### config.mk
export PLATFORM = sky130hd
export DESIGN_NAME = alu_console
export DESIGN_NICKNAME = d
export VERILOG_FILES = /design/src/rtl/alu_console.sv
export SDC_FILE = /design/constraint.sdc
export NUM_CORES = 1
export LEC_CHECK = 0
export ABC_AREA = 1
export CORE_MARGIN = 5
export CORE_UTILIZATION = 57
export CTS_CLUSTER_DIAMETER = 200
export DETAILED_ROUTE_END_ITERATION = 7
export PLACE_DENSITY = 0.81
export SYNTH_ARGS = -nofsm -noshare
export SYNTH_HDL_FRONTEND = slang
export SYNTH_SLANG_ARGS = --single-unit
export TNS_END_PERCENT = 5
### constraint.sdc
create_clock -name clk -period 2.25 [get_ports clk]
set_input_delay 0.5625 -clock clk [delete_from_list [all_inputs] [get_ports clk]]
set_output_delay 0.5625 -clock clk [all_outputs]
set_load 0.02 [all_outputs]
### src/rtl/alu_console.sv
// Front-panel controller for a Basys3 ALU: debounced buttons load operands, step the
// opcode and launch one ALU operation, with the selected register shown on the LEDs.
module alu_console #(
   parameter int WIDTH           = 16,
   parameter int OP_WIDTH        = 4,
   parameter int DEBOUNCE_CYCLES = 1000000,
   parameter int ALU_LAT         = 1,
   parameter int CHAIN_EN        = 0
) (
   input  logic                clk,
   input  logic                reset,
   input  logic [WIDTH-1:0]    sw,
   input  logic                btnu,
   input  logic                btnl,
   input  logic                btnd,
   input  logic                btnr,
   output logic [WIDTH-1:0]    led,
   output logic [2:0]          flag_led,
   output logic                busy,
   output logic [WIDTH-1:0]    alu_a,
   output logic [WIDTH-1:0]    alu_b,
   output logic [OP_WIDTH-1:0] alu_op,
   output logic                alu_enable,
   input  logic [WIDTH-1:0]    alu_result,
   input  logic                alu_zero,
   input  logic                alu_carry,
   input  logic                alu_overflow
);

   localparam int DB_W  = $clog2(DEBOUNCE_CYCLES + 1);
   localparam int LAT_W = $clog2(ALU_LAT + 1);

   typedef enum logic [1:0] {S_IDLE, S_EXEC, S_WAIT, S_CAPTURE} state_t;
   typedef enum logic [1:0] {V_A, V_B, V_OP, V_RES} view_t;

   // Button index: 3 = execute, 2 = load A, 1 = load B, 0 = next op (also the priority order).
   logic [3:0]      btn_raw;
   logic [3:0]      sync1_q, sync2_q, db_q, press_q;
   logic [DB_W-1:0] db_cnt_q [4];

   assign btn_raw = {btnd, btnl, btnr, btnu};

   always_ff @(posedge clk) begin
      if (reset) begin
         sync1_q <= '0;
         sync2_q <= '0;
         db_q    <= '0;
         press_q <= '0;
         for (int i = 0; i < 4; i++) db_cnt_q[i] <= '0;
      end else begin
         sync1_q <= btn_raw;
         sync2_q <= sync1_q;
         press_q <= '0;
         for (int i = 0; i < 4; i++) begin
            if (sync2_q[i] != db_q[i]) begin
               if (db_cnt_q[i] == DB_W'(DEBOUNCE_CYCLES - 1)) begin
                  db_q[i]     <= sync2_q[i];
                  db_cnt_q[i] <= '0;
                  press_q[i]  <= sync2_q[i];
               end else begin
                  db_cnt_q[i] <= db_cnt_q[i] + 1'b1;
               end
            end else begin
               db_cnt_q[i] <= '0;
            end
         end
      end
   end

   state_t              state_q, state_d;
   view_t               view_q, view_d;
   logic [LAT_W-1:0]    wcnt_q, wcnt_d;
   logic [WIDTH-1:0]    a_q, a_d, b_q, b_d, res_q, res_d;
   logic [OP_WIDTH-1:0] op_q, op_d;
   logic [2:0]          flags_q, flags_d;

   // ALU handshake: alu_enable is a one-cycle strobe in EXEC with operands held steady;
   // alu_result and flags are taken unconditionally ALU_LAT cycles later in CAPTURE.
   always_comb begin
      state_d = state_q;
      view_d  = view_q;
      wcnt_d  = wcnt_q;
      a_d     = a_q;
      b_d     = b_q;
      op_d    = op_q;
      res_d   = res_q;
      flags_d = flags_q;
      case (state_q)
         S_IDLE: begin
            if (press_q[3]) begin
               state_d = S_EXEC;
            end else if (press_q[2]) begin
               a_d    = sw;
               view_d = V_A;
            end else if (press_q[1]) begin
               b_d    = sw;
               view_d = V_B;
            end else if (press_q[0]) begin
               op_d   = op_q + 1'b1;
               view_d = V_OP;
            end
         end
         S_EXEC: begin
            wcnt_d  = LAT_W'(1);
            state_d = (ALU_LAT == 1) ? S_CAPTURE : S_WAIT;
         end
         S_WAIT: begin
            if (wcnt_q == LAT_W'(ALU_LAT - 1)) state_d = S_CAPTURE;
            else wcnt_d = wcnt_q + 1'b1;
         end
         S_CAPTURE: begin
            res_d   = alu_result;
            flags_d = {alu_overflow, alu_carry, alu_zero};
            view_d  = V_RES;
            if (CHAIN_EN != 0) a_d = alu_result;
            state_d = S_IDLE;
         end
         default: state_d = S_IDLE;
      endcase
   end

   always_ff @(posedge clk) begin
      if (reset) begin
         state_q <= S_IDLE;
         view_q  <= V_RES;
         wcnt_q  <= '0;
         a_q     <= '0;
         b_q     <= '0;
         op_q    <= '0;
         res_q   <= '0;
         flags_q <= '0;
      end else begin
         state_q <= state_d;
         view_q  <= view_d;
         wcnt_q  <= wcnt_d;
         a_q     <= a_d;
         b_q     <= b_d;
         op_q    <= op_d;
         res_q   <= res_d;
         flags_q <= flags_d;
      end
   end

   assign busy       = (state_q != S_IDLE);
   assign alu_enable = (state_q == S_EXEC);
   assign alu_a      = a_q;
   assign alu_b      = b_q;
   assign alu_op     = op_q;
   assign flag_led   = flags_q;

   always_comb begin
      led = res_q;
      case (view_q)
         V_A:     led = a_q;
         V_B:     led = b_q;
         V_OP:    led = WIDTH'(op_q);
         default: led = res_q;
      endcase
   end

endmodule
==> run summary <==
post-synth top area share = 0.294
status = finished clean
fin nets = 1302
Synth Instances = 1067
RD Place Congestion = 0.939
post-synthesis adder-cell area fraction = 0.0153
ranking of synthesized cells by area = edfxtp_1 29%, dfxtp_1 19%, nor2_1 11%, nand2_1 11%, nand3_1 4.3%
PwrDens = 712 nW/um^2
number of antenna violations at the first check in global routing = 0
Hold Startpoint = sync1_q[0]$_SDFF_PP0_
number of synthesized flops with an enable pin = 80
Initial Util = 0.584
setup slack after layout = 0.0825 ns
Die Area = 16800 um^2
largest net degree at the start of global routing = 29
CTS H-tree depth = 4
initial DRC count = 566
first-pass GRT wire length = 32900 um
clock insertion delay at the later pin of the skew report = 0.42 ns
Die Y = 130 um
Hold Crit Endpoint = sync2_q[0]$_SDFF_PP0_
drt wl/cell = 14.0 um
max_cap viols = 0
IO Pins = 98
count of pins over their slew limit = 0
die width = 130 um
final setup fails = 0
Critical Path RT = 1.69 ns
clock-pin transition on the worst setup and hold timing paths = 0.06 ns
grt total ovfl = 0
Synth Area in XOR/XNOR = 0.0375
Buffers on Ports = 97
Crit path largest cell delay = 0.32 ns
Hold Path Class = flip-flop to flip-flop
fin crit share = 0.963
slowest CP cell = dfxtp_2
Setup crit start kind = flip-flop
Slew @ Worst Pin = 0.710 ns
VDD IR max = 0.578 mV
final std cells w/o fill = 1444
Vias = 7358
Synth async-reset ratio = 0
r2r worst-path depth = 7
yosys synthesis warning count = 0
Placement Rows = 43
DR vias/cell = 5.10
vias in the first global route = 6903
synthesized area = 8170 um^2
layout cell share with drive strength beyond 1 = 0.0878
DRC Markers = 0
pre-CTS WS = 0.0368 ns
Tmin final = 2.17 ns
dominant synthesized flop cell = edfxtp_1
root buffer cell = clkbuf_16
unrepaired setup endpoints after global routing = false
dpl hpwl = 14900 um
largest family of logic cells by synthesized area = simple AND/OR/NAND/NOR gates
Fin. Hold Viols = 0
Yosys reg bits = 156
Cell variety after synth = 38
Syn Area/Cell = 7.66 um^2
Synth Area in Compound Gates = 0.0744
reg-to-reg endpoint = alu_a[2]$_SDFFE_PP0P_
Synth area leader = edfxtp_1
Post-Synth Simple-Gate Area = 0.332
fmax = 0.461 GHz
WL final = 20200 um
crit path capture type = output pin
CTS sink count = 156
TritonCTS buffer count = 17
CP max FO = 11
hold depth = 2
R2R Setup Slk = 0.40 ns
most common cell after layout, fill and taps aside = nor2_1
critical path class = flip-flop to output pin
CTS tree = done
commonest non-fill, non-tap cells in the layout = 243 x nor2_1, 240 x nand2_1, 84 x inv_1
origin of the critical flop-to-flop path = state_q[1]$_SDFFE_PP0P_
CP Data Arrival Time = 1.61 ns
Antenna Cells = 0
multiplexer share of the synthesized area = 0
Placed Cells = 1412
GRT Total Usage = 0.247
Slew HR = 0.526
Initial DRT Pass Iterations = 5
Core ar. = 14000 um^2
Seq/Total Area, Yosys = 0.480
Filler cells = 1106
worst path cell trace = inv_1 > or2_2 > inv_4 > buf_12 > nand2_1 > nand3_1 > buf_2
Setup Skew = 0.00598 ns
antenna-violating nets left = 0
Bufs on Longest Clock Path = 2
Layout area overhead = 25.9%
leakage = 4.03 nW
-- layout make-up --
type | instances | area (um^2) | area share
Sequential cell | 156 | 3930 | 0.382
Clock inverter | 5 | 27.5 | 0.00268
Inverter | 90 | 340 | 0.0331
Multi-Input combinational cell | 873 | 4060 | 0.395
Tap cell | 180 | 225 | 0.0219
Timing Repair Buffer | 113 | 1080 | 0.105
Clock buffer | 27 | 632 | 0.0614
-- stage by stage --
step	hold WS, ns	util	setup TNS [ns]	power (mW)	instance area (um^2)
3_5_place_dp	0.393	0.692	0	4.36	9680
5_1_grt	0.433	0.735	0	7.62	10300
3_3_place_gp	0.390	0.692	0	4.34	9680
4_1_cts	0.402	0.735	-0.102	7.35	10300
6_report	0.400	0.735	0	7.33	10300
2_1_floorplan	0.388	-	0	3.93	8470
-- Yosys cell counts (all sizes together), types with 11 or more instances --
| library cell | number |
|---|---|
| o21ai | 50 |
| inv | 89 |
| xor2 | 21 |
| dfxtp | 76 |
| xnor2 | 14 |
| nand4 | 14 |
| clkbuf | 11 |
| buf | 16 |
| a21oi | 58 |
| nor2 | 265 |
| nand2 | 249 |
| edfxtp | 80 |
| nand3 | 77 |
-- timing repair --
item / in CTS / in global routing
endpoints found under the hold margin: 0 / 0
pin swaps: 0 / 0
setup buffers: 0 / 0
hold buffers: 0 / 0
resized for setup: 64 / 10
setup endpoints to repair: 17 / 15
-- worst max path at each step --
stage / startpoint / endpoint / slack (ns) / cells past startpoint
finish: view_q[0]$_SDFFE_PP1P_ / led[15] / 0.08 / 7
global route: view_q[0]$_SDFFE_PP1P_ / led[15] / 0.0009 / 7
CTS: view_q[0]$_SDFFE_PP1P_ / led[10] / -0.10 / 7
detailed placement: view_q[0]$_SDFFE_PP1P_ / led[10] / 0.04 / 7
global placement: view_q[0]$_SDFFE_PP1P_ / led[14] / 0.05 / 7
floorplan: view_q[0]$_SDFFE_PP1P_ / led[11] / 0.51 / 6
-- power by group --
group          internal, mW  switching (mW)  leakage (nW)
clock                  1.93            1.13         0.332
sequential             3.15           0.137          1.44
combinational         0.360           0.615          2.25
total                  5.44            1.88          4.03
-- critical path: cells and delay by family, from the launching register on --
| family | cells | cell delay [ns] |
|---|---|---|
| DFF | 1 | 0.32 |
| and+or+nand+nor | 3 | 0.41 |
| buffers and inverters | 4 | 0.45 |
-- cell families after synthesis --
group,Yosys count
xor gates and xnor gates,35
AOI/OAI and AO/OA,114
other,1
and+or+nand+nor,634
DFF,156
buffers and inverters,117
adders and majority gates,10
-- sequential cells by signal, indices dropped and copies added (netlist names) --
name / flops
flag_led: 3
alu_a: 16
press_q: 4
res_q: 16
state_q: 2
alu_b: 16
wcnt_q: 1
view_q: 2
sync1_q: 4
alu_op: 4
sync2_q: 4
db_cnt_q: 80
db_q: 4
-- per-layer routing --
layer  track usage  vias up  part of all wire
met4         0.109        0             0.033
met5             0        -                 0
li1              -     3743                 -
met2         0.417      210              0.49
met1         0.311     3355              0.43
met3        0.0422       50             0.044
No activity file was read; power rests on OpenSTA's default activity.
